File: config.mk
export PLATFORM = sky130hd
export DESIGN_NAME = neg_serial_ctrl
export DESIGN_NICKNAME = d
export VERILOG_FILES = /design/src/rtl/neg_pkg.sv /design/src/rtl/neg_slice.sv /design/src/rtl/neg_serial_ctrl.sv
export SDC_FILE = /design/constraint.sdc
export NUM_CORES = 1
export LEC_CHECK = 0
export CAP_MARGIN = 10
export CORE_MARGIN = 2
export CORE_UTILIZATION = 50
export CTS_CLUSTER_SIZE = 20
export DETAILED_ROUTE_END_ITERATION = 6
export PLACE_DENSITY = 0.8
export SETUP_SLACK_MARGIN = 0.15
export SLEW_MARGIN = 20
export SYNTH_ARGS = -nofsm -noshare
export SYNTH_HDL_FRONTEND = slang
export SYNTH_SLANG_ARGS = --single-unit
export TNS_END_PERCENT = 100
File: constraint.sdc
create_clock -name clk_i -period 5.4 [get_ports clk_i]
set_clock_uncertainty 0.15 [all_clocks]
set_input_delay 1.08 -clock clk_i [delete_from_list [all_inputs] [get_ports clk_i]]
set_output_delay 1.08 -clock clk_i [all_outputs]
set_load 0.02 [all_outputs]
File: src/rtl/neg_pkg.sv
// Shared types for the sequenced two's-complement negator.
package neg_pkg;

  typedef enum logic [1:0] {IDLE, RUN, DONE} neg_state_e;

endpackage

File: src/rtl/neg_slice.sv
// One slice of a two's-complement negator: z = ~as + ci, built on a prefix-AND of ~as.
// po reports that the whole slice propagates the incoming carry.
module neg_slice #(
  parameter int slice = 8,
  parameter int speed = 0
) (
  input  logic [slice-1:0] as,
  input  logic             ci,
  output logic [slice-1:0] z,
  output logic             po
);

  if (slice == 1) begin : g_bit
    assign z  = ~as ^ ci;
    assign po = ~as[0];
  end else begin : g_vec
    localparam int unsigned IW = $clog2(slice);
    localparam int unsigned LV = $clog2(slice);

    logic [slice-1:0] pp;

    // pp[i] = &(~as[i:0]); speed picks serial, Brent-Kung or Sklansky combining order
    always_comb begin
      pp = ~as;
      case (speed)
        1: begin
          for (int unsigned d = 0; d < LV; d++)
            for (int unsigned i = 0; i < slice; i++)
              if (((i + 1) % (2 << d)) == 0)
                pp[IW'(i)] = pp[IW'(i)] & pp[IW'(i - (1 << d))];
          for (int unsigned d = LV - 1; d > 0; d--)
            for (int unsigned i = 0; i < slice; i++)
              if (((i + 1) >= (3 << (d - 1))) && (((i + 1) % (2 << (d - 1))) == (1 << (d - 1))))
                pp[IW'(i)] = pp[IW'(i)] & pp[IW'(i - (1 << (d - 1)))];
        end
        2: begin
          for (int unsigned d = 0; d < LV; d++)
            for (int unsigned i = 0; i < slice; i++)
              if (((i >> d) & 1) != 0)
                pp[IW'(i)] = pp[IW'(i)] & pp[IW'(((i >> d) << d) - 1)];
        end
        default: begin
          for (int unsigned i = 1; i < slice; i++)
            pp[IW'(i)] = pp[IW'(i)] & pp[IW'(i - 1)];
        end
      endcase
    end

    assign z  = ~as ^ ({pp[slice-2:0], 1'b1} & {slice{ci}});
    assign po = pp[slice-1];
  end

endmodule

File: src/rtl/neg_serial_ctrl.sv
// Wide negator Z = -A that walks one neg_slice across the operand, LSB slice first.
// Flags ovf_o when A is the most-negative value, whose negation is itself.
module neg_serial_ctrl
  import neg_pkg::*;
#(
  parameter int width = 32,
  parameter int slice = 8,
  parameter int speed = 0
) (
  input  logic             clk_i,
  input  logic             rst_i,
  input  logic             in_valid_i,
  output logic             in_ready_o,
  input  logic [width-1:0] A_i,
  output logic             out_valid_o,
  input  logic             out_ready_i,
  output logic [width-1:0] Z_o,
  output logic             ovf_o,
  output logic             busy_o
);

  localparam int NSL = width / slice;
  localparam int CW  = (NSL > 1) ? $clog2(NSL) : 1;
  localparam logic [slice-1:0] LOWMASK = ~(slice'(1) << (slice - 1));

  if ((slice < 1) || (slice > width) || (width < 2) || ((width % slice) != 0)) begin : g_bad
    $error("neg_serial_ctrl: width must be >= 2 and a multiple of slice");
  end

  neg_state_e       state;
  logic [width-1:0] opr;
  logic [width-1:0] res;
  logic [width-1:0] res_n;
  logic [CW-1:0]    cnt;
  logic             carry;
  logic             lowzero;
  logic [slice-1:0] as;
  logic [slice-1:0] zs;
  logic             po;
  logic             last;

  assign as   = opr[slice-1:0];
  assign last = (cnt == CW'(NSL - 1));
  // new slice enters at the top so the first slice lands at bit 0 after NSL shifts
  assign res_n = width'({zs, res} >> slice);

  neg_slice #(
    .slice(slice),
    .speed(speed)
  ) u_slice (
    .as(as),
    .ci(carry),
    .z (zs),
    .po(po)
  );

  always_ff @(posedge clk_i) begin
    if (rst_i) begin
      state       <= IDLE;
      in_ready_o  <= 1'b1;
      out_valid_o <= 1'b0;
      Z_o         <= '0;
      ovf_o       <= 1'b0;
      busy_o      <= 1'b0;
      cnt         <= '0;
      carry       <= 1'b1;
      lowzero     <= 1'b1;
      opr         <= '0;
      res         <= '0;
    end else begin
      case (state)
        IDLE: begin
          if (in_valid_i && in_ready_o) begin
            opr        <= A_i;
            cnt        <= '0;
            carry      <= 1'b1;
            lowzero    <= 1'b1;
            in_ready_o <= 1'b0;
            busy_o     <= 1'b1;
            state      <= RUN;
          end
        end
        RUN: begin
          res   <= res_n;
          opr   <= opr >> slice;
          carry <= carry & po;
          if (last) begin
            Z_o         <= res_n;
            // top slice must be exactly its sign bit, all lower slices zero
            ovf_o       <= lowzero & ((as & LOWMASK) == '0) & as[slice-1];
            out_valid_o <= 1'b1;
            state       <= DONE;
          end else begin
            cnt     <= cnt + 1'b1;
            lowzero <= lowzero & (as == '0);
          end
        end
        DONE: begin
          if (out_ready_i) begin
            out_valid_o <= 1'b0;
            in_ready_o  <= 1'b1;
            busy_o      <= 1'b0;
            state       <= IDLE;
          end
        end
        default: state <= IDLE;
      endcase
    end
  end

endmodule

# Word level (Yosys, flattened, before mapping)
# Index checks and enable logic that the tools add are counted.
word_totals:
  inputBits: 36
  reg_bits: 106
  output_inout_bits: 36
  wordCells: 66
classes:
  n_reduce_logical: 13
  addsub: 1
  n_eq_ne: 7
  muxes: 20
  n_bitwise: 14
ops:
  columns: ["cell", "n"]
  rows:
  - ["$pmux 32 s2", 1]
  - ["$mux 32", 1]
  - ["$logic_not 8->1", 2]
  - ["$reduce_and 3->1", 4]
  - ["$and 1x1->1", 11]
  - ["$mux 2", 5]
  - ["$pmux 1 s2", 5]
  - ["$and 8x8->8", 1]
  - ["$ne 2x2->1 const B", 4]
  - ["$not 8->8", 1]
  - ["$xor 8x8->8", 1]
  - ["$mux 1", 6]
  - ["$pmux 2 s3", 1]
  - ["$reduce_bool 2->1", 3]
  - ["$eq 2x2->1 const B", 2]
  - ["$pmux 2 s2", 1]
  - ["$reduce_and 2->1", 2]
  - ["$add 2x1->2 const B", 1]
  - ["$eq 2x1->1 const B", 1]
  - ["$logic_not 2->1", 1]
  - ["$logic_and 1x1->1", 1]

# Logic depth before layout (Yosys ltp)
# Gate-level depths: netlist of run 1.
depth:
  word_depth: 10
  mapped_depth: 8
  depth_no_buf: 5

# By module
# A second synthesis of run 1 with hierarchy kept.
hier_totals:
  cells_unflattened: 468
  hier_area_um2: 4048.9
by_module_without_submodules:
  columns: ["mod", "area_each_um2", "instances", "seq_area_each_um2", "cells_per_inst"]
  rows:
  - ["neg_serial_ctrl", 3898.7, 1, 1961.9, 448]
  - ["neg_slice", 150.1, 1, 0.0, 20]

# Worst setup path before layout of run 1
# No wires, ideal clock.
synth_path:
  kind: "input to register"
  start: "input in_valid_i"
  end: "register opr[29]"
  path_stages: 4
  n_path_buf: 1
  required_ns: 5.180
  slack_ns: 3.247
  arrival_time_ns: 1.933
  setup_time_ns: 0.070
  path_cell_list: "nor4bb_1 clkbuf_1 nand2_1 a21oi_1"
synth_between:
  elab_chain_len: 3
synth_rtl:
  columns: ["item", "line_no", "rtl"]
  rows:
  - ["start: declaration", "neg_serial_ctrl.sv:12", "input logic in_valid_i,"]
  - ["$logic_and 1x1->1", "neg_serial_ctrl.sv:73", "if (in_valid_i && in_ready_o) begin"]
  - ["$ne 2x2->1 (no line)", null, null]
  - ["$reduce_and 2->1 (no line)", null, null]
  - ["end signal: assignment", "neg_serial_ctrl.sv:74", "opr <= A_i;"]
  - ["end signal: assignment", "neg_serial_ctrl.sv:85", "opr <= opr >> slice;"]
  - ["end: declaration", "neg_serial_ctrl.sv:31", "logic [width-1:0] opr;"]
# No other way between the ends.
# A chain may end at the register's enable or synchronous reset.

# Final worst setup path of run 1
layout_path:
  start: "register state[0]"
  end: "register Z_o[30]"
layout_between:
  elab_chain_len: 2
layout_rtl:
  columns: ["item", "line_no", "rtl"]
  rows:
  - ["start: declaration", "neg_serial_ctrl.sv:30", "neg_state_e state;"]
  - ["start signal: assignment", "neg_serial_ctrl.sv:59", "state <= IDLE;"]
  - ["start signal: assignment", "neg_serial_ctrl.sv:80", "state <= RUN;"]
  - ["start signal: assignment", "neg_serial_ctrl.sv:92", "state <= DONE;"]
  - ["$eq 2x1->1", "neg_serial_ctrl.sv:71", "case (state)"]
  - ["$reduce_and 2->1 (no line)", null, null]
  - ["end signal: assignment", "neg_serial_ctrl.sv:88", "Z_o <= res_n;"]
  - ["end: declaration", "neg_serial_ctrl.sv:17", "output logic [width-1:0] Z_o,"]
# No other way between the ends.

==> run metrics, run 1 <==
sum of routed wire length over all layers 7990 um; top-area cell type share of the netlist area 51.2%; fill cell total of the finished layout 626; total vias in the final route 3,281; RD Place Congestion 0.788; period utilisation layout 52.2%; run status complete, no violations; number of pins exceeding their max-slew limit in the final report 0; number of cells upsized or downsized after cts 0; minimum period implied by the final worst setup slack 2.82 ns; Die Span X 91.5 um; setup repair after global routing missed its margin no; multiplexer fraction of the synthesized cell area 0%; Clock power frac 30.4%; hold path cells 2; combinational group share of total power 13.4%; type of the worst min-delay path reg2reg; number of antenna violations at the first check in global routing 0; Max-slew headroom 29.2%; cell at the root of the clock tree clkbuf_8; clock slew at reported path FFs 0.08 ns; synthesized flop and latch total 98; WL per Instance 12.6 um; number of instances in the synthesized netlist 486; library cells used by synthesis 36; compound-cell area share of the yosys netlist 16.5%; final hold vios 0; layout cell share with drive strength beyond 1 5.03%; Synth Area in Adders 0.653%; insertion delay of the later-clocked pin in the worst-skew pair 0.36 ns; number of I/O pins 72; slew at the pin closest to its max-slew limit 1.06 ns; total congestion overflow 0; Setup violations, final 0; global-route wire length before repair 13,600 um; Util after Layout 64.3%; Vert. Die Dim 91.5 um; Sequential Power Share 56.1%; max capacitance violation total 0; number of global-route vias before repair 2,977; start point of the critical path state[0]$_SDFFE_PP0P_; pwr/cell area 299 mW/mm^2; peak per-stage delay on the critical path 0.86 ns; crit path max-delay cell type and2_1; kind of critical path reg2reg; number of buffers inserted by post-CTS setup repair 0; register area 0.00196 mm^2; worst ir drop on vdd 0.000179 V; highest achievable clock rate 355 MHz; FP Rows 31; Setup crit end kind flop; logic depth of the worst register-to-register path 5; global routing usage summed across all routing layers 19.9%; number of design rule violations left after detail routing 0; number of iterations in the first detailed-routing pass 5; Critical Path, Cell by Cell nor2b_4 > buf_16 > and2_1 > nand3_1 > a21oi_1; commonest cells after routing, fill and taps aside nand2_1 (165), dfxtp_1 (98), a21oi_1 (71); starting density of the core 52.3%; buffers and inverters on the worst path 1; most frequent standard cell in the layout excluding fill and tap cells nand2_1; hold path startpoint Z_o[23]$_SDFFE_PP0P_; hold-fix buffer count after cts 0; Die Area 0.00838 mm^2; leakage component of the power 1.63 nW; Synthesized Nets 524; cell taking the most area after synthesis dfxtp_1; Max Buffers Root-to-Sink 2; biggest fanout along the worst timing path 33; sum of negative setup slack 0 ns; synthesis-to-finish area growth 23.1%; total stage count of the critical path 5; required time of the critical path 5.53 ns; syn_area_per_cell 7.88 um^2; combinational family with the most area after synthesis simple AND/OR/NAND/NOR gates; number of antenna repair diodes 0; remaining number of nets flagged by the antenna check after routing 0; post-DR vias/cell 5.16; Internal Pwr Total 0.00104 W; YS warnings 0; net switching power 0.000374 W; critical register-to-register path startpoint state[0]$_SDFFE_PP0P_; count of H-tree levels built during CTS 3; XOR/XNOR Fraction of Synth Area 0.686%; post-synthesis sequential area ratio 51.2%; largest delay contributor family on the critical path simple AND/OR/NAND/NOR gates; clock buffer count from CTS 9; basic-gate share of the synthesized area counting and, or, nand and nor cells 25.5%; synthesized area 0.00383 mm^2; number of DRC violations after detailed-routing iteration 0 194; nets@finish 570; CTS Sinks 98; Sw Ratio 26.5%; top area cells in the synthesized netlist dfxtp_1 (51%), nand2_1 (16%), a21oi_1 (9.3%), a311oi_1 (5.5%), nor2_1 (2.9%); CTS tree yes; Core Footprint 0.00733 mm^2; post-detail-place hpwl 5430 um; startpoint types flop; multi-input logic area 0.00169 mm^2; largest net degree at the start of global routing 58; CP arrival 2.95 ns; buffers added on ports 71
-- power by group through the flow --
| stage | registers (W) | clock network (W) | logic, W |
|---|---|---|---|
| 3_5_place_dp | 0.000807 | 0 | 0.000185 |
| 4_1_cts | 0.000791 | 0.000436 | 0.000186 |
| 6_report | 0.000791 | 0.000429 | 0.000190 |
| 2_1_floorplan | 0.000799 | 0 | 0.000139 |
| 3_3_place_gp | 0.000806 | 0 | 0.000180 |
| 5_1_grt | 0.000797 | 0.000470 | 0.000216 |
-- worst reg2reg max path, stage by stage, from the launching register on --
cell and delay [ns]:
dfxtp_1 0.56, nor2b_4 0.54, buf_16 0.24, and2_1 0.86
nand3_1 0.19, a21oi_1 0.20
-- metal layers --
metal	wire length (um)	global-route usage (%)	share of wire (%)
met1	3810	26.4	48
met2	3750	32.2	47
met3	288	2.90	3.6
met4	138	8.21	1.7
met5	0	0	0
-- worst paths after layout --
path                                              to  slack [ns]
worst max-delay path            Z_o[30]$_SDFFE_PP0P_        2.58
worst min-delay path            Z_o[23]$_SDFFE_PP0P_        0.31
worst max register to register  Z_o[30]$_SDFFE_PP0P_        2.58
worst min register to register  Z_o[23]$_SDFFE_PP0P_        0.31
-- registers in the layout, indices dropped and copies added, names as in the netlist --
signal / count
Z_o: 32
busy_o: 1
carry: 1
cnt: 2
in_ready_o: 1
lowzero: 1
opr: 32
out_valid_o: 1
ovf_o: 1
res: 24
state: 2
-- through the flow --
stage | cell area (um^2) | hold WS, ns | instances | total power (W) | setup slack [ns]
finish | 4720 | 0.306 | 636 | 0.00141 | 2.58
global route | 4720 | 0.328 | 636 | 0.00148 | 2.28
CTS | 4680 | 0.309 | 635 | 0.00141 | 2.16
detailed placement | 4500 | 0.297 | 619 | 0.000992 | 2.18
global placement | 4500 | 0.290 | 619 | 0.000986 | 2.24
floorplan | 3830 | 0.282 | 486 | 0.000938 | 3.25
-- logic make-up after synthesis --
family / Yosys count
and+or+nand+nor: 235
AOI/OAI and AO/OA: 106
adders and majority gates: 2
buffers and inverters: 42
DFF: 98
xor gates and xnor gates: 3
-- cell usage after synthesis --
cell	number
nand2_1	166
dfxtp_1	98
a21oi_1	71
nor2_1	30
a311oi_1	24
nand3_1	20
clkbuf_1	19
buf_2	13
o21ai_1	4
inv_1	3
o21ai_0	3
or3_1	3
buf_1	2
clkbuf_8	2
ha_1	2
nor2b_1	2
nor3_1	2
nor3b_1	2
or4b_1	2
xnor2_1	2
a32oi_1	1
and2_1	1
and3_1	1
buf_4	1
buf_6	1
dlygate4sd1_1	1
nand2b_1	1
nor4bb_1	1
o211ai_1	1
o21bai_1	1
o31ai_1	1
or3_2	1
or3b_2	1
or4_1	1
or4_4	1
xor2_1	1
-- cell type report --
cell class	instances	area share, %
Multi-Input combinational cell	346	35.8
Sequential cell	98	41.6
Clock inverter	4	0.557
Tap cell	99	2.63
Inverter	3	0.239
Timing Repair Buffer	74	15.9
Clock buffer	12	3.29
No activity file was read; power rests on OpenSTA's default activity.
==> run 2, diff against run 1 <==
==> constraint.sdc (replaced) <==
create_clock -name clk_i -period 2.8 [get_ports clk_i]
set_clock_uncertainty 0.15 [all_clocks]
set_input_delay 0.56 -clock clk_i [delete_from_list [all_inputs] [get_ports clk_i]]
set_output_delay 0.56 -clock clk_i [all_outputs]
set_load 0.02 [all_outputs]
==> run metrics, run 2 (same netlist as run 1, synthesis figures left out) <==
run status complete, no violations; synthesis-to-finish area growth 23.5%; Critical Path, Cell by Cell clkdlybuf4s50_1; CTS tree yes; combinational group share of total power 13.6% (+0.2 points); number of DRC violations after detailed-routing iteration 0 198 (+2.1%); post-DR vias/cell 5.17 (+0.24%); largest delay contributor family on the critical path buffers and inverters; cell at the root of the clock tree clkbuf_8; biggest fanout along the worst timing path 6 (-82%); Detail Route met3 WL 301 um (+4.5%); required time of the critical path 2.09 ns (-3.44 ns); critical register-to-register path startpoint state[0]$_SDFFE_PP0P_; peak per-stage delay on the critical path 0.64 ns (-0.22 ns); worst-case setup margin in the final layout 0.686 ns (-1.89 ns); starting density of the core 52.3% (unchanged); Core Footprint 0.00733 mm^2 (unchanged); post-detail-place hpwl 5700 um (+5.0%); global-route wire length before repair 13,700 um (+0.26%); CTS Sinks 98 (unchanged); total stage count of the critical path 1 (-4); pwr/cell area 571 mW/mm^2 (+91%); Critical Path End in_ready_o; total vias in the final route 3,320 (+1.2%); number of global-route vias before repair 2,967 (-0.34%); number of cells upsized or downsized after cts 0 (unchanged); worst reg-to-reg setup slack 0.71 ns (-1.87 ns); commonest cells after routing, fill and taps aside nand2_1 (166), dfxtp_1 (98), a21oi_1 (71); hold path cells 2 (unchanged); Setup crit end kind output port; number of cells after detailed placement 626 (+1.1%); highest achievable clock rate 473 MHz; net switching power 0.000742 W (+98%); met1 wire length 3750 um (-1.6%); layout cell share with drive strength beyond 1 5.71% (+0.68 points); period utilisation layout 75.5%; largest registers ranked by flip-flop count Z_o: 32 flops, opr: 32 flops, res: 24 flops; buffers and inverters on the worst path 1 (unchanged); type of the worst min-delay path reg2reg; remaining number of nets flagged by the antenna check after routing 0 (unchanged); CP arrival 1.40 ns (-1.55 ns); number of iterations in the first detailed-routing pass 4 (-1); Max Buffers Root-to-Sink 2 (unchanged); final hold vios 0 (unchanged); number of pins exceeding their max-slew limit in the final report 0 (unchanged); max capacitance violation total 0 (unchanged); nets@finish 576 (+1.1%); Vert. Die Dim 91.5 um (unchanged); number of antenna repair diodes 0 (unchanged); largest net degree at the start of global routing 51 (-12%); fill cell total of the finished layout 643 (+2.7%); clock buffer count from CTS 9 (unchanged); start point of the critical path in_ready_o$_SDFFE_PP1P_; minimum period implied by the final worst setup slack 2.11 ns; most frequent standard cell in the layout excluding fill and tap cells nand2_1; leakage component of the power 1.64 nW (+0.87%); FP Rows 31 (unchanged); dpl cell area 0.00456 mm^2 (+1.4%); startpoint types flop; crit path max-delay cell type clkdlybuf4s50_1; post-route non-filler standard cell count 642 (+0.94%); sum of negative setup slack 0 ns (unchanged); wire length on met2 4100 um (+9.2%); worst reg2reg endpoint Z_o[31]$_SDFFE_PP0P_; pre-CTS setup slack 0.532 ns (-1.65 ns); setup repair after global routing missed its margin no; number of antenna violations at the first check in global routing 0 (unchanged); global routing usage summed across all routing layers 20.1% (+0.26 points); Clock power frac 29.8% (-0.6 points); kind of critical path reg2out; logic depth of the worst register-to-register path 6 (+1); Util after Layout 64.5% (+0.20 points); Setup violations, final 0 (unchanged); clock slew at reported path FFs 0.09 ns (about the same); RD Place Congestion 0.813 (+3.2%); Sequential Power Share 56.6% (+0.5 points); final std cell area, no fill 0.00473 mm^2 (+0.32%); slew at the pin closest to its max-slew limit 0.752 ns (-0.311 ns); worst ir drop on vdd 0.000370 V (+110%); highest metal layer with signal wires met4; sum of routed wire length over all layers 8250 um (+3.3%); WL per Instance 12.9 um (+2.4%); hold-fix buffer count after cts 0 (unchanged); multi-input logic area 0.00168 mm^2 (-0.67%); Sw Ratio 27.5% (+0.96 points); Die Area 0.00838 mm^2 (unchanged); register area 0.00196 mm^2 (unchanged); total congestion overflow 0 (unchanged); count of H-tree levels built during CTS 3 (unchanged); insertion delay of the later-clocked pin in the worst-skew pair 0.36 ns (about the same); Max-slew headroom 49.9% (+21 points); Internal Pwr Total 0.00196 W (+89%); number of design rule violations left after detail routing 0 (unchanged); number of I/O pins 72 (unchanged); Die Span X 91.5 um (unchanged); buffers added on ports 71 (unchanged); number of buffers inserted by post-CTS setup repair 0 (unchanged)
[run 2: cell types whose count changed in the layout (fill, tap and decap cells not counted), sizes merged]
cell    delta
buf        +6
inv        +2
clkbuf     -1
clkinv     -1
[run 2: metal layers]
metal	up-vias	track usage [%]
met5	-	0
met4	0	8.59
met3	8	3.15
met2	71	33.3
met1	1501	25.9
li1	1740	-
[run 2: worst min-delay path by stage]
stage | start | endpoint | slack, ns
after floorplan | res[8]$_SDFFE_PP0P_ | Z_o[0]$_SDFFE_PP0P_ | 0.28
after global placement | res[12]$_SDFFE_PP0P_ | Z_o[4]$_SDFFE_PP0P_ | 0.29
after detailed placement | Z_o[7]$_SDFFE_PP0P_ | Z_o[7]$_SDFFE_PP0P_ | 0.30
after CTS | Z_o[7]$_SDFFE_PP0P_ | Z_o[7]$_SDFFE_PP0P_ | 0.31
after global routing | Z_o[16]$_SDFFE_PP0P_ | Z_o[16]$_SDFFE_PP0P_ | 0.33
final | Z_o[29]$_SDFFE_PP0P_ | Z_o[29]$_SDFFE_PP0P_ | 0.31
[run 2: through the flow]
| stage | hold WS (ns) | power [W] |
|---|---|---|
| 2_1_floorplan | 0.282 | 0.00181 |
| 3_3_place_gp | 0.290 | 0.00191 |
| 3_5_place_dp | 0.297 | 0.00193 |
| 4_1_cts | 0.310 | 0.00272 |
| 5_1_grt | 0.329 | 0.00284 |
| 6_report | 0.307 | 0.00270 |
[run 2: power by group through the flow]
stage,Combinational (W),Sequential (W),Clock [W]
finish,0.000368,0.00153,0.000803
global route,0.000412,0.00154,0.000886
CTS,0.000369,0.00153,0.000824
detailed placement,0.000367,0.00156,0
global placement,0.000357,0.00155,0
floorplan,0.000268,0.00154,0
[run 2: cell type report]
cell class | instances | share of cell area, %
clock buffers | 11 | 2.78
clock inverters | 5 | 0.820
inverters | 3 | 0.238
multi-input cells | 346 | 35.5
flip-flops and latches | 98 | 41.5
well taps | 99 | 2.62
repair buffers | 80 | 16.6
==> run 3, diff against run 2 <==
==> constraint.sdc (replaced) <==
create_clock -name clk_i -period 2.03 [get_ports clk_i]
set_clock_uncertainty 0.15 [all_clocks]
set_input_delay 0.406 -clock clk_i [delete_from_list [all_inputs] [get_ports clk_i]]
set_output_delay 0.406 -clock clk_i [all_outputs]
set_load 0.02 [all_outputs]
==> run metrics, run 3 (same netlist as run 1, synthesis figures left out) <==
setup repair after global routing missed its margin no; commonest cells after routing, fill and taps aside nand2_1 (166), dfxtp_1 (98), a21oi_1 (71); clock slew at reported path FFs 0.09 ns (about the same); highest achievable clock rate 545 MHz; sum of routed wire length over all layers 8410 um (+1.9%); slew at the pin closest to its max-slew limit 0.464 ns (-0.288 ns); post-detail-place hpwl 5640 um (-1.0%); CP arrival 1.28 ns (-0.12 ns); global routing usage summed across all routing layers 20.2% (+0.12 points); number of iterations in the first detailed-routing pass 4 (unchanged); run status complete, no violations; number of antenna repair diodes 0 (unchanged); synthesis-to-finish area growth 27.4%; largest registers ranked by flip-flop count Z_o: 32 flops, opr: 32 flops, res: 24 flops; Sw Ratio 27.0% (-0.54 points); kind of critical path reg2out; post-DR vias/cell 5.27 (+1.9%); WL per Instance 13.0 um (+1.0%); pre-CTS setup slack -0.0146 ns (-0.547 ns); count of H-tree levels built during CTS 3 (unchanged); type of the worst min-delay path reg2reg; Max-slew headroom 69.1% (+19 points); Vert. Die Dim 91.5 um (unchanged); hold-fix buffer count after cts 0 (unchanged); Die Span X 91.5 um (unchanged); most frequent standard cell in the layout excluding fill and tap cells nand2_1; buffers and inverters on the worst path 1 (unchanged); crit path max-delay cell type clkdlybuf4s50_1; global-route wire length before repair 13,900 um (+1.6%); pwr/cell area 804 mW/mm^2 (+41%); buffers added on ports 71 (unchanged); period utilisation layout 90.5%; number of antenna violations at the first check in global routing 0 (unchanged); worst ir drop on vdd 0.000410 V (+11%); FP Rows 31 (unchanged); Clock power frac 32.2% (+2.4 points); total vias in the final route 3,415 (+2.9%); Internal Pwr Total 0.00287 W (+47%); number of design rule violations left after detail routing 0 (unchanged); clock buffer count from CTS 9 (unchanged); Setup crit end kind output port; required time of the critical path 1.47 ns (-0.62 ns); leakage component of the power 2.14 nW (+30%); cell at the root of the clock tree clkbuf_8; Core Footprint 0.00733 mm^2 (unchanged); Critical Path, Cell by Cell clkdlybuf4s50_1; number of pins exceeding their max-slew limit in the final report 0 (unchanged); nets@finish 582 (+1.0%); final hold vios 0 (unchanged); peak per-stage delay on the critical path 0.60 ns (-0.04 ns); biggest fanout along the worst timing path 2 (-4); startpoint types flop; layout cell share with drive strength beyond 1 7.29% (+1.6 points); CTS tree yes; max capacitance violation total 0 (unchanged); largest delay contributor family on the critical path buffers and inverters; number of DRC violations after detailed-routing iteration 0 188 (-5.1%); net switching power 0.00106 W (+43%); Die Area 0.00838 mm^2 (unchanged); Max Buffers Root-to-Sink 2 (unchanged); number of global-route vias before repair 3,101 (+4.5%); minimum period implied by the final worst setup slack 1.84 ns; combinational group share of total power 14.3% (+0.7 points); number of I/O pins 72 (unchanged); remaining number of nets flagged by the antenna check after routing 0 (unchanged); sum of negative setup slack 0 ns (unchanged); Setup violations, final 0 (unchanged); Sequential Power Share 53.5% (-3.1 points); worst-case setup margin in the final layout 0.193 ns (-0.493 ns); total congestion overflow 0 (unchanged); largest net degree at the start of global routing 58 (+14%); CTS Sinks 98 (unchanged); starting density of the core 52.3% (unchanged); RD Place Congestion 0.782 (-3.7%); insertion delay of the later-clocked pin in the worst-skew pair 0.36 ns (about the same)
run 3: per-layer routing:
layer / wire length, um / GRT usage (%) / part of all wire, %
met1: 3760 / 26.5 / 45
met2: 4090 / 32.9 / 49
met3: 376 / 2.99 / 4.5
met4: 186 / 9.34 / 2.2
met5: 0 / 0 / 0
run 3: area by class of cell:
| type | instances | area (um^2) |
|---|---|---|
| Sequential cell | 98 | 1960 |
| Multi-Input combinational cell | 346 | 1690 |
| Tap cell | 99 | 124 |
| Inverter | 3 | 11.3 |
| Clock buffer | 10 | 128 |
| Timing Repair Buffer | 86 | 901 |
| Clock inverter | 6 | 70.1 |
| Fill cell | 608 | 2450 |
run 3: power groups by stage:
stage | Clock [W] | Sequential (W) | Combinational (W)
CTS | 0.00129 | 0.00210 | 0.000555
finish | 0.00127 | 0.00210 | 0.000562
global route | 0.00137 | 0.00211 | 0.000628
detailed placement | 0 | 0.00214 | 0.000554
global placement | 0 | 0.00214 | 0.000539
floorplan | 0 | 0.00213 | 0.000370
run 3: final timing paths:
path | start | endpoint | slack (ns) | cells after the start
worst min-delay path | Z_o[1]$_SDFFE_PP0P_ | Z_o[1]$_SDFFE_PP0P_ | 0.31 | 2
worst max-delay path | Z_o[1]$_SDFFE_PP0P_ | Z_o[1] | 0.19 | 1
worst max register to register | carry$_SDFFE_PP1P_ | Z_o[29]$_SDFFE_PP0P_ | 0.24 | 4
worst min register to register | Z_o[1]$_SDFFE_PP0P_ | Z_o[1]$_SDFFE_PP0P_ | 0.31 | 2
run 3: metrics by stage:
step	total power, W	hold WS [ns]	cells	utilization (%)	instance area [um^2]
finish	0.00393	0.309	648	66.6	4880
global route	0.00411	0.331	648	66.6	4880
CTS	0.00394	0.310	648	65.8	4820
detailed placement	0.00269	0.297	632	63.3	4640
global placement	0.00268	0.290	632	63.3	4640
floorplan	0.00250	0.282	486	-	3830
run 3: repair_timing:
| item | CTS | global route |
|---|---|---|
| setup buffers | 0 | 0 |
| gates resized for setup | 14 | 22 |
| endpoints found under the setup margin | 14 | 26 |
